==> src/rtl/dmem_arb_pkg.sv <==
// Shared types and default widths for the data-memory arbiter.
package dmem_arb_pkg;
  localparam int ADDR_W_DEF       = 10;
  localparam int DATA_W_DEF       = 32;
  localparam int LEN_W_DEF        = 4;
  localparam int STARVE_LIMIT_DEF = 8;

  typedef enum logic {IDLE, DBG_BURST} arb_state_t;
  typedef enum logic [1:0] {NONE, CPU, DBG} owner_t;
endpackage

==> src/rtl/dmem_arbiter.sv <==
// Single-port data memory arbiter: CPU priority, locked debug bursts with a
// starvation bound, and flush-cancellable CPU read responses.
module dmem_arbiter
  import dmem_arb_pkg::*;
#(
  parameter int ADDR_W       = ADDR_W_DEF,
  parameter int DATA_W       = DATA_W_DEF,
  parameter int LEN_W        = LEN_W_DEF,
  parameter int STARVE_LIMIT = STARVE_LIMIT_DEF
) (
  input  logic              clk,
  input  logic              rst_BF,
  input  logic              cpu_req,
  input  logic              cpu_we,
  input  logic [ADDR_W-1:0] cpu_addr,
  input  logic [DATA_W-1:0] cpu_wdata,
  input  logic              cpu_flush,
  output logic              cpu_gnt,
  output logic              cpu_rvalid,
  output logic [DATA_W-1:0] cpu_rdata,
  input  logic              dbg_req,
  input  logic              dbg_we,
  input  logic [ADDR_W-1:0] dbg_addr,
  input  logic [LEN_W-1:0]  dbg_len,
  input  logic [DATA_W-1:0] dbg_wdata,
  output logic              dbg_gnt,
  output logic              dbg_rvalid,
  output logic [DATA_W-1:0] dbg_rdata,
  output logic              dbg_done,
  output logic              mem_en,
  output logic              mem_we,
  output logic [ADDR_W-1:0] mem_addr,
  output logic [DATA_W-1:0] mem_wdata,
  input  logic [DATA_W-1:0] mem_rdata,
  output logic [31:0]       stall_cnt
);
  localparam int SC_W = $clog2(STARVE_LIMIT + 1);

  arb_state_t        state, state_nxt;
  owner_t            owner;
  logic [SC_W-1:0]   starve;
  logic [LEN_W-1:0]  beat, len_q;
  logic [ADDR_W-1:0] base_q;
  logic              we_q;
  logic              dbg_first;
  logic              dbg_force;

  // Grants are forced low during reset so every output reads 0 immediately.
  always_comb begin
    state_nxt = state;
    cpu_gnt   = 1'b0;
    dbg_gnt   = 1'b0;
    dbg_done  = 1'b0;
    dbg_first = 1'b0;
    mem_we    = 1'b0;
    mem_addr  = '0;
    mem_wdata = '0;
    dbg_force = dbg_req && (starve == SC_W'(STARVE_LIMIT));
    if (!rst_BF) begin
      case (state)
        IDLE: begin
          if (dbg_req && (dbg_force || !cpu_req)) begin
            dbg_gnt   = 1'b1;
            dbg_first = 1'b1;
            mem_we    = dbg_we;
            mem_addr  = dbg_addr;
            mem_wdata = dbg_wdata;
            if (dbg_len == '0) dbg_done  = 1'b1;
            else               state_nxt = DBG_BURST;
          end else if (cpu_req) begin
            cpu_gnt   = 1'b1;
            mem_we    = cpu_we;
            mem_addr  = cpu_addr;
            mem_wdata = cpu_wdata;
          end
        end
        DBG_BURST: begin
          dbg_gnt   = 1'b1;
          mem_we    = we_q;
          mem_addr  = base_q + ADDR_W'(beat);
          mem_wdata = dbg_wdata;
          if (beat == len_q) begin
            dbg_done  = 1'b1;
            state_nxt = IDLE;
          end
        end
        default: state_nxt = IDLE;
      endcase
    end
    mem_en = cpu_gnt | dbg_gnt;
  end

  always_ff @(posedge clk or posedge rst_BF) begin
    if (rst_BF) begin
      state     <= IDLE;
      owner     <= NONE;
      starve    <= '0;
      beat      <= '0;
      len_q     <= '0;
      base_q    <= '0;
      we_q      <= 1'b0;
      stall_cnt <= '0;
    end else begin
      state <= state_nxt;
      if (dbg_first) begin
        base_q <= dbg_addr;
        we_q   <= dbg_we;
        len_q  <= dbg_len;
      end
      if (dbg_done)                beat <= '0;
      else if (dbg_first)          beat <= LEN_W'(1);
      else if (state == DBG_BURST) beat <= beat + LEN_W'(1);

      if (dbg_gnt) starve <= '0;
      else if (state == IDLE && dbg_req && starve != SC_W'(STARVE_LIMIT))
        starve <= starve + SC_W'(1);

      // A read flushed in its grant cycle never claims the response slot.
      if (cpu_gnt && !cpu_we && !cpu_flush) owner <= CPU;
      else if (dbg_gnt && !mem_we)          owner <= DBG;
      else                                  owner <= NONE;

      if (cpu_req && !cpu_gnt && stall_cnt != '1) stall_cnt <= stall_cnt + 32'd1;
    end
  end

  assign cpu_rvalid = (owner == CPU) && !cpu_flush;
  assign cpu_rdata  = cpu_rvalid ? mem_rdata : '0;
  assign dbg_rvalid = (owner == DBG);
  assign dbg_rdata  = dbg_rvalid ? mem_rdata : '0;
endmodule

==> config.mk <==
export PLATFORM = sky130hd
export DESIGN_NAME = dmem_arbiter
export DESIGN_NICKNAME = d
export VERILOG_FILES = /design/src/rtl/dmem_arb_pkg.sv /design/src/rtl/dmem_arbiter.sv
export SDC_FILE = /design/constraint.sdc
export NUM_CORES = 1
export LEC_CHECK = 0
export BUFFER_PORTS_ARGS = -buffer_cell sky130_fd_sc_hd__buf_2
export CAP_MARGIN = 25
export CELL_PAD_IN_SITES_DETAIL_PLACEMENT = 0
export CELL_PAD_IN_SITES_GLOBAL_PLACEMENT = 2
export CORE_ASPECT_RATIO = 1.25
export CORE_MARGIN = 2
export CORE_UTILIZATION = 24
export CTS_CLUSTER_SIZE = 16
export DETAILED_ROUTE_END_ITERATION = 16
export HOLD_SLACK_MARGIN = 0.15
export PLACE_DENSITY_LB_ADDON = 0.1
export RECOVER_POWER = 50
export SLEW_MARGIN = 20
export SYNTH_ARGS = -nofsm -noshare
export SYNTH_HDL_FRONTEND = slang
export SYNTH_SLANG_ARGS = --single-unit
export TNS_END_PERCENT = 20
==> constraint.sdc <==
create_clock -name clk -period 4.4 [get_ports clk]
set_clock_uncertainty 0.1 [all_clocks]
set_input_delay 0.22 -clock clk [delete_from_list [all_inputs] [get_ports clk]]
set_output_delay 0.22 -clock clk [all_outputs]
set_load 0.1 [all_outputs]
==> results of run 1 <==
## power by group through the flow
stage	sequential [mW]	clock, mW	combinational, mW
after floorplan	0.955	0	1.26
after global placement	0.801	0	1.74
after detailed placement	0.805	0	1.75
after CTS	0.797	0.733	1.77
after global routing	0.821	0.759	1.85
final	0.794	0.711	1.74
## critical path, delay by kind of cell, from the launching register on
kind                     cells  cell delay [ps]
AO/OA/AOI/OAI                2              680
buffers and inverters        3              900
adder cells (fa/ha/maj)      1              150
AND/OR/NAND/NOR              3              460
flip-flops                   1              410
## final timing paths
| kind | start | end | slack (ps) |
|---|---|---|---|
| min reg2reg | stall_cnt[15]$_DFFE_PP0P_ | stall_cnt[15]$_DFFE_PP0P_ | 390 |
| max | starve[0]$_DFFE_PP0P_ | mem_wdata[5] | 1140 |
| min in group asynchronous | rst_BF | base_q[5]$_DFFE_PP0P_ | 800 |
| max reg2reg | stall_cnt[0]$_DFFE_PP0P_ | stall_cnt[26]$_DFFE_PP0P_ | 1490 |
| max in group asynchronous | rst_BF | starve[3]$_DFFE_PP0P_ | 2370 |
| min | dbg_req | starve[3]$_DFFE_PP0P_ | 370 |
## metrics by stage
step	worst slack, ps	setup TNS (ps)	instances
floorplan	-780	-4170	421
global placement	1330	0	892
detailed placement	1480	0	893
CTS	1130	0	927
global route	951	0	928
finish	1140	0	928
## layout by cell type, fill, tap and decap left out, drive strengths merged, types with 2 or more instances in the layout
| cell | instances |
|---|---|
| dlygate4sd3 | 19 |
| clkbuf | 83 |
| nand4 | 15 |
| a21oi | 17 |
| mux2 | 14 |
| a31oi | 2 |
| nor2b | 4 |
| xnor2 | 36 |
| inv | 10 |
| xor2 | 10 |
| nand2 | 22 |
| nor3b | 2 |
| o21ai | 4 |
| a21o | 3 |
| buf | 209 |
| or4 | 2 |
| and2 | 69 |
| o221ai | 3 |
| nor2 | 24 |
| and3 | 8 |
| nor3 | 4 |
| and4 | 2 |
| o31ai | 2 |
| nand3 | 16 |
| nor4 | 5 |
| a22o | 33 |
| ha | 8 |
| a2111oi | 8 |
| or2 | 3 |
| mux2i | 3 |
| dfrtp | 58 |
## cell families after synthesis
family / after synthesis / synth area share
buffers and inverters: 33 / 0.0328
flip-flops: 58 / 0.365
adder cells (fa/ha/maj): 9 / 0.0302
multiplexers: 17 / 0.0472
AND/OR/NAND/NOR: 181 / 0.271
AO/OA/AOI/OAI: 77 / 0.152
XOR/XNOR: 46 / 0.101
## sequential cells by signal, summed over array words and instances (netlist names)
register / cells
stall_cnt: 32
base_q: 10
beat: 4
len_q: 4
starve: 4
owner: 2
state: 1
we_q: 1
## final cells by class
| cell class | instances | area [um2] | share of cell area |
|---|---|---|---|
| clock inverters | 2 | 35.0 | 0.00584 |
| inverters | 10 | 37.5 | 0.00626 |
| repair buffers | 298 | 1520 | 0.254 |
| well taps | 216 | 270 | 0.0451 |
| clock buffers | 13 | 270 | 0.0451 |
| diodes | 1 | 2.50 | 0.000417 |
| multi-input cells | 330 | 2410 | 0.401 |
| flip-flops and latches | 58 | 1450 | 0.242 |
## per-layer routing
metal	GRT usage	vias to the layer above	wire, um
li1	-	2078	-
met1	0.197	1990	6280
met2	0.307	135	8070
met3	0.0687	12	1310
met4	0.0226	2	106
met5	0	-	13
## repair_timing
action | in CTS | in global routing
gates resized for setup | 0 | 0
hold buffers | 19 | 0
endpoints found under the hold margin | 39 | 0
setup buffers | 0 | 0
==> metrics.cfg, run 1 <==
[logic_synthesis]
synth.most_common_cell = and2_1
synthArstFlopShare = 1.00
netlist_area_um2 = 3970
synth_common_cells = 69 x and2_1, 58 x dfrtp_1, 36 x xnor2_1
yosys.area.top_type = dfrtp_1
synth_edf_count = 0
ys_ff_latch = 58
synth_top_area_share = 0.365
ys_top_cells_by_area = dfrtp_1 37%, and2_1 11%, xnor2_1 7.9%
ys.flop_type = dfrtp_1
syn-instance-count = 421
yosysSeqAreaShare = 0.365
yosysWarningCount = 0
synth_area_per_cell_um2 = 9.44
syn-num-nets = 557
yosysUniqueCellTypes = 48

[cells_and_area]
fill_cells = 1743
finalInstanceArea_um2 = 6000
nets = 843
finish.utilization = 0.370
drive_gt1_frac = 0.353
syn_to_final_growth_pct = 50.9

[clock_tree]
cts_tree = yes
cts-root-buf = clkbuf_16
clk_path_buf_depth = 2
h-tree-depth = 3
numCtsBuffers = 9
clkLatencyLatePin_ps = 320
path_clk_slew_ps = 50
cts_sinks = 58

[sta]
min_period_ps = 3260
worstMarginPinSlew_ps = 1270
fin_crit_sh = 0.741
final_hold_viol_count = 0
rsz0062_at_grt = false
final_max_slew_viol_count = 0
fmaxAchievable_mhz = 307
finalHoldWorstSlack_ps = 365
setup_viol = 0
max-slew-margin-rel = 0.156

[setup_path]
worst_setup_path_start_kind = flop
path_cells = inv_1 -> ha_1 -> nand3b_1 -> a21boi_0 -> nor2_1 -> nor2_2 -> buf_4 -> a22o_1 -> buf_2
path_max_fanout = 38
critPathSlowestCell = a21boi_0
slowest_delay_ps = 450
worst_ep_required_time_ps = 4080
critPathCaptureType = output port
crit_type = reg -> out
arrival_ps = 2940
r2r_cells = 6

[route]
wirelength_mm = 15.8
vias_per_cell = 4.54
firstDrtPassIters = 4
wl_per_cell_um = 17.0
drc_errors = 0
drt_iter0_drc = 124
postRouteAntennaNets = 0
vias = 4217

[global_routing]
grt_pass1_vias = 4248
grt_use_total = 0.172
grt_max_degree = 39
grt_pass1_wl_mm = 23.9
antenna_found_initial = 2
grt.overflow.total = 0

[min_path]
hold_depth = 5
min_path_type = in -> reg

[pwr]
total_power_mw = 3.24
power_frac_comb = 0.536
pwr-share-seq = 0.245
peakVddDrop_mv = 0.525
clock_power_share = 0.219
power_density_nw_per_um2 = 541
switching_share = 0.525
p_int_mw = 1.54
power_leakage_nw = 2.93
p_sw_mw = 1.70

[placement]
port_buffers = 271
place_hpwl_mm = 12.3
gp_congestion = 0.835
place_area_um2 = 5600

[floorplanning]
core_um2 = 16200
initial_core_util = 0.245
io_pins = 272
die_width_um = 119
fp.dieArea_um2 = 17600
rows = 52
die_h_um = 148

[run_status]
status = completed

[job]
drv_cap = 0

Note: power is estimated with default switching activity, not from simulation.
==> run 2, diff against run 1 <==
- ABC_AREA: not set -> 1
- CORE_UTILIZATION: 24 -> 19
- clock period: 4.4 -> 2.7 ns (I/O delays scaled with it)
==> run 2 against run 1 <==
  * Global-route usage decreased by 1.3 points
  * Highest routed layer is now met4
  * Die area is 56% higher
  * Clock power is 83% higher
  * Largest power group unchanged
  * Non-clock buffer count grew 3
==> metrics.cfg, run 2 <==
[logic_synthesis]
syn-instance-count = 836  ; +99%
synth_top_family_by_area = simple AND/OR/NAND/NOR gates
synthArstFlopShare = 1.00  ; unchanged
yosys.area.top_type = dfrtp_1
yosysSeqAreaShare = 0.293  ; -0.0728
syn-num-nets = 972  ; +75%
synth.most_common_cell = nand2_1
netlist_area_um2 = 4960  ; +25%
synth_top_area_share = 0.293  ; -0.0728
yosysUniqueCellTypes = 32  ; -33%
synth_edf_count = 0  ; unchanged
ys_ff_latch = 58  ; unchanged
synthMuxAreaShare = 0  ; -0.0472
synth_common_cells = 378 x nand2_1, 139 x nor2_1, 83 x inv_1
synth_compound_gate_area_share = 0.0353  ; -0.117
ys.flop_type = dfrtp_1
yosys.area_share.simple = 0.511  ; +0.240
synth_xor_xnor_area_share = 0.0335  ; -0.0679
synthAdderAreaFrac = 0.0242  ; -0.00602
synth_area_per_cell_um2 = 5.93  ; -37%
yosysWarningCount = 0  ; unchanged
ys_top_cells_by_area = dfrtp_1 29%, nand2_1 29%, nor2_1 11%

[cells_and_area]
nets = 1259  ; +49%
top_register = stall_cnt
diodes = 0  ; -1
syn_to_final_growth_pct = 54.0
finish.utilization = 0.296  ; -0.0745
mostFrequentLayoutCell = nand2_1
final_cell_mix = 378 x nand2_1, 173 x buf_2, 104 x nor2_1
largest_reg_flops = 32  ; unchanged
top_regs = stall_cnt x32, base_q x10
fill_cells = 2934  ; +68%
drive_gt1_frac = 0.298  ; -0.0552

[global_routing]
grt-busiest-layer = met2
antenna_found_initial = 0  ; -2
grt_pass1_vias = 5962  ; +40%
grt.met1_usage = 0.186  ; -0.0110
grt.overflow.total = 0  ; unchanged
grt_max_degree = 74  ; +90%
grtUsageMet2 = 0.301  ; -0.00542
grt_pass1_wl_mm = 33.5  ; +40%
met3_usage = 0.0213  ; -0.0474
grt_use_total = 0.158  ; -0.0135

[setup_path]
arrival_ps = 2330  ; -610 ps
slowest_delay_ps = 410  ; -40 ps
critPathSlowestCell = dfrtp_1
crit_top_cell = nand2_4
path_delay_family = simple AND/OR/NAND/NOR gates
endpoint = mem_wdata[3]
worst_ep_required_time_ps = 2470  ; -1610 ps
path_max_fanout = 18  ; -53%
regToRegStartpoint = stall_cnt[0]$_DFFE_PP0P_
path_cells = inv_1 -> ha_1 -> nand3_2 -> nand2_4 -> nand2_4 -> nand2_4 -> inv_2 -> nor2_8 -> clkbuf_16 -> nand2_1 -> nand2_1 -> buf_4
rrSetupSlack_ps = 480  ; -1010 ps
critPathCaptureType = output port
crit_type = reg -> out
worst_setup_path_start_kind = flop
r2r_cells = 10  ; +4
cp.depth = 12  ; +3
crit_start = starve[0]$_DFFE_PP0P_
cp_num_buf_inv = 4  ; +1
r2r-end = stall_cnt[7]$_DFFE_PP0P_

[floorplanning]
fp.dieArea_um2 = 27400  ; +56%
io_pins = 272  ; unchanged
die_width_um = 149  ; +25%
rows = 66  ; +27%
initial_core_util = 0.192  ; -0.0533
core_um2 = 25800  ; +60%
die_h_um = 185  ; +25%

[sta]
setup_viol = 0  ; unchanged
final_hold_viol_count = 0  ; unchanged
rsz0062_at_grt = false
finalHoldWorstSlack_ps = 188  ; -177 ps
final_max_slew_viol_count = 0  ; unchanged
fin_crit_sh = 0.949
worstMarginPinSlew_ps = 1220  ; -48.5 ps
fin_ws_ps = 138  ; -1000 ps
min_period_ps = 2560
max-slew-margin-rel = 0.188  ; +0.0322
fmaxAchievable_mhz = 390

[clock_tree]
cts_sinks = 58  ; unchanged
numCtsBuffers = 9  ; unchanged
cts-root-buf = clkbuf_16
cts_tree = yes
clk_path_buf_depth = 2  ; unchanged
path_clk_slew_ps = 50  ; about the same
h-tree-depth = 3  ; unchanged
clkLatencyLatePin_ps = 350  ; +30 ps

[min_path]
hold_depth = 5  ; unchanged
min_path_type = in -> reg

[route]
vias_per_cell = 4.00  ; -12%
drc_errors = 0  ; unchanged
drt_iter0_drc = 226  ; +82%
wirelength_mm = 22.1  ; +40%
vias = 5874  ; +39%
postRouteAntennaNets = 0  ; unchanged
firstDrtPassIters = 5  ; +1
wl_per_cell_um = 15.1  ; -11%

[pwr]
power_leakage_nw = 4.22  ; +44%
total_power_mw = 7.00  ; +120%
peakVddDrop_mv = 0.423  ; -20%
power_density_nw_per_um2 = 916  ; +69%

[job]
drv_cap = 0  ; unchanged

[placement]
port_buffers = 271  ; unchanged
post-place-ws_ps = 312  ; -1160 ps
place_hpwl_mm = 17.2  ; +40%
gp_congestion = 0.764  ; -8.5%

[run_status]
status = completed

[run 2: logic make-up after synthesis]
kind of cell / Yosys count
AO/OA/AOI/OAI: 35
XOR/XNOR: 19
adder cells (fa/ha/maj): 9
buffers and inverters: 115
flip-flops: 58
AND/OR/NAND/NOR: 600
[run 2: layout make-up]
| class | instances | area, um2 | area share |
|---|---|---|---|
| clock buffers | 9 | 225 | 0.0295 |
| flip-flops and latches | 58 | 1450 | 0.190 |
| repair buffers | 301 | 1910 | 0.251 |
| multi-input cells | 663 | 3180 | 0.416 |
| well taps | 340 | 425 | 0.0557 |
| clock inverters | 7 | 101 | 0.0133 |
| inverters | 90 | 339 | 0.0444 |
[run 2: worst min-delay path by stage]
| stage | from | end |
|---|---|---|
| after floorplan | cpu_we | owner[0]$_DFF_PP0_ |
| after global placement | cpu_we | owner[0]$_DFF_PP0_ |
| after detailed placement | cpu_we | owner[0]$_DFF_PP0_ |
| after CTS | dbg_req | we_q$_DFFE_PP0P_ |
| after global routing | dbg_req | len_q[1]$_DFFE_PP0P_ |
| final | dbg_req | we_q$_DFFE_PP0P_ |
[run 2: per-stage QoR]
step	setup TNS [ps]	cells	cell area, um2
2_1_floorplan	-20900	836	5130
3_3_place_gp	0	1430	7010
3_5_place_dp	0	1430	7010
4_1_cts	0	1464	7590
5_1_grt	0	1468	7640
6_report	0	1468	7640
[run 2: metal layers]
| metal | routed length [um] | part of all wire |
|---|---|---|
| met1 | 9170 | 0.41 |
| met2 | 11800 | 0.54 |
| met3 | 886 | 0.040 |
| met4 | 228 | 0.010 |
| met5 | 0 | 0 |
[run 2: timing repair]
item | 4_1_cts | 5_1_grt
buffers inserted | 0 | 3
gates resized for setup | 28 | 16
hold endpoints to repair | 75 | 0
cloned | 0 | 1
hold buffers | 18 | 0
pin swaps | 0 | 0
setup endpoints to repair | 28 | 32
[run 2: worst min-delay path, cell delays in order]
cell and delay [ps]:
buf_2 130, inv_1 70, nor2_2 70, nand4_1 120
nand2_1 60
[run 2: report_power, final]
group / total (mW) / internal, mW / switching, mW
Sequential: 1.29 / 1.07 / 0.224
Clock: 1.30 / 0.815 / 0.485
Combinational: 4.41 / 1.03 / 3.38
==> run 3, diff against run 2 <==
- PLACE_DENSITY_LB_ADDON: 0.1 -> 0.2
==> run 3 against run 2 <==
  * Global-route usage is 0.96 points lower
  * Sequential cell count unchanged
  * Core utilization fell by 0.22 points
  * Critical path depth shrank 5
  * Largest cell class unchanged
==> metrics.cfg, run 3 (synthesis results as in run 2) <==
[pwr]
p_sw_mw = 4.00  ; -2.2%
switching_share = 0.590  ; +0.00569
total_power_mw = 6.78  ; -3.1%
p_int_mw = 2.78  ; -4.5%
power_density_nw_per_um2 = 894  ; -2.4%
clock_power_share = 0.164  ; -0.022
power_frac_comb = 0.646  ; +0.016
power_leakage_nw = 4.21  ; -0.25%
pwr-share-seq = 0.190  ; +0.005
peakVddDrop_mv = 0.387  ; -8.4%

[route]
wirelength_mm = 21.2  ; -4.3%
postRouteAntennaNets = 0  ; unchanged
drc_errors = 0  ; unchanged
drt_iter0_drc = 229  ; +1.3%
wl_per_cell_um = 14.5  ; -4.1%
vias = 5822  ; -0.89%
firstDrtPassIters = 4  ; -1
vias_per_cell = 3.97  ; -0.68%

[clock_tree]
h-tree-depth = 3  ; unchanged
clkLatencyLatePin_ps = 340  ; about the same
numCtsBuffers = 9  ; unchanged
cts_sinks = 58  ; unchanged
cts_tree = yes
cts-root-buf = clkbuf_16
path_clk_slew_ps = 60  ; about the same
clk_path_buf_depth = 2  ; unchanged

[cells_and_area]
mostFrequentLayoutCell = nand2_1
finish.utilization = 0.293  ; -0.00223
diodes = 0  ; unchanged
largest_reg_flops = 32  ; unchanged
top_register = stall_cnt
nets = 1258  ; -0.079%
syn_to_final_growth_pct = 52.8
drive_gt1_frac = 0.295  ; -0.00276
final_cell_mix = 378 x nand2_1, 197 x buf_2, 105 x nor2_1
top_regs = stall_cnt x32, base_q x10

[sta]
setup_viol = 0  ; unchanged
rsz0062_at_grt = true
fmaxAchievable_mhz = 387  ; -0.78%
final_hold_viol_count = 0  ; unchanged
fin_tns_setup_ps = 0  ; unchanged
finalHoldWorstSlack_ps = 180  ; -7.84 ps
min_period_ps = 2580  ; +20.0 ps
fin_crit_sh = 0.956  ; +0.00741
final_max_slew_viol_count = 0  ; unchanged
worstMarginPinSlew_ps = 1290  ; +70.8 ps
max-slew-margin-rel = 0.141  ; -0.0470

[min_path]
min_path_type = in -> reg

[placement]
port_buffers = 271  ; unchanged
place_hpwl_mm = 16.7  ; -3.1%
gp_congestion = 0.752  ; -1.5%

[setup_path]
path_max_fanout = 4  ; -14
crit_type = reg -> out
rrSetupSlack_ps = 500  ; +20 ps
arrival_ps = 2350  ; +20 ps
critPathCaptureType = output port
worst_ep_required_time_ps = 2470  ; about the same
worst_setup_path_start_kind = flop

[floorplanning]
die_width_um = 149  ; unchanged
rows = 66  ; unchanged
io_pins = 272  ; unchanged
core_um2 = 25800  ; unchanged
die_h_um = 185  ; unchanged
fp.dieArea_um2 = 27400  ; unchanged
initial_core_util = 0.192  ; unchanged

[global_routing]
grt.overflow.total = 0  ; unchanged
grt_pass1_wl_mm = 31.8  ; -5.1%
grt_use_total = 0.149  ; -0.00963
grt_max_degree = 38  ; -49%
antenna_found_initial = 0  ; unchanged
grt_pass1_vias = 5623  ; -5.7%

[job]
drv_cap = 0  ; unchanged

[run_status]
status = completed

==> run 3: changes by cell type in the layout (fill, tap and decap cells not counted), sizes merged <==
| cell | previous run | this run |
|---|---|---|
| buf | 223 | 242 |
| inv | 89 | 88 |
| clkinv | 4 | 5 |
| clkinvlp | 2 | 0 |
| bufinv | 2 | 1 |
| clkbuf | 69 | 50 |
==> run 3: critical path, cell delays in order, from the launching register on <==
cell and delay, ps:
dfrtp_1 440, ha_1 370, a21oi_1 270, nand2_1 120, nand2_1 110, a21oi_1 100
nor3_2 140, buf_2 450
==> run 3: stage by stage <==
stage / area, um2 / worst slack [ps] / instances
6_report: 7580 / 118 / 1465
2_1_floorplan: 5130 / -499 / 836
3_3_place_gp: 6900 / 330 / 1430
3_5_place_dp: 6900 / 317 / 1430
5_1_grt: 7580 / -25.1 / 1465
4_1_cts: 7430 / 3.03 / 1462
==> run 3: area by class of cell <==
cell class | instances | area, um2
Clock inverter | 4 | 45.0
Timing Repair Buffer | 300 | 1910
Inverter | 90 | 339
Tap cell | 340 | 425
Clock buffer | 10 | 229
Multi-Input combinational cell | 663 | 3180
Sequential cell | 58 | 1450
Fill cell | 2951 | 18300
==> run 3: path summary, 6_finish.rpt <==
check / from / endpoint / cells after the start
worst max-delay path: beat[3]$_DFFE_PP0P_ / mem_addr[4] / 7
worst min-delay path: dbg_req / len_q[1]$_DFFE_PP0P_ / 5
worst max register to register: stall_cnt[0]$_DFFE_PP0P_ / stall_cnt[5]$_DFFE_PP0P_ / 10
worst min register to register: we_q$_DFFE_PP0P_ / we_q$_DFFE_PP0P_ / 2
max in group asynchronous: rst_BF / stall_cnt[24]$_DFFE_PP0P_ / 4
min in group asynchronous: rst_BF / base_q[8]$_DFFE_PP0P_ / 3
==> run 3: power groups by stage <==
stage	clock [mW]	sequential [mW]	combinational [mW]
floorplan	0	1.47	3.19
global placement	0	1.31	4.23
detailed placement	0	1.31	4.21
CTS	1.16	1.30	4.29
global route	1.19	1.32	4.70
finish	1.11	1.29	4.38
==> run 3: per-layer routing <==
| metal | track usage | part of all wire | up-vias |
|---|---|---|---|
| li1 | - | - | 3099 |
| met1 | 0.180 | 0.41 | 2561 |
| met2 | 0.275 | 0.54 | 150 |
| met3 | 0.0208 | 0.042 | 12 |
| met4 | 0.0366 | 0.0094 | 0 |
| met5 | 0 | 0 | - |
==> run 3: repair_timing <==
| action | 4_1_cts | 5_1_grt |
|---|---|---|
| resized for setup | 33 | 46 |
| setup endpoints to repair | 35 | 41 |
| endpoints found under the hold margin | 44 | 0 |
| gates cloned | 0 | 1 |
| hold buffers | 18 | 0 |
| setup buffers | 0 | 2 |
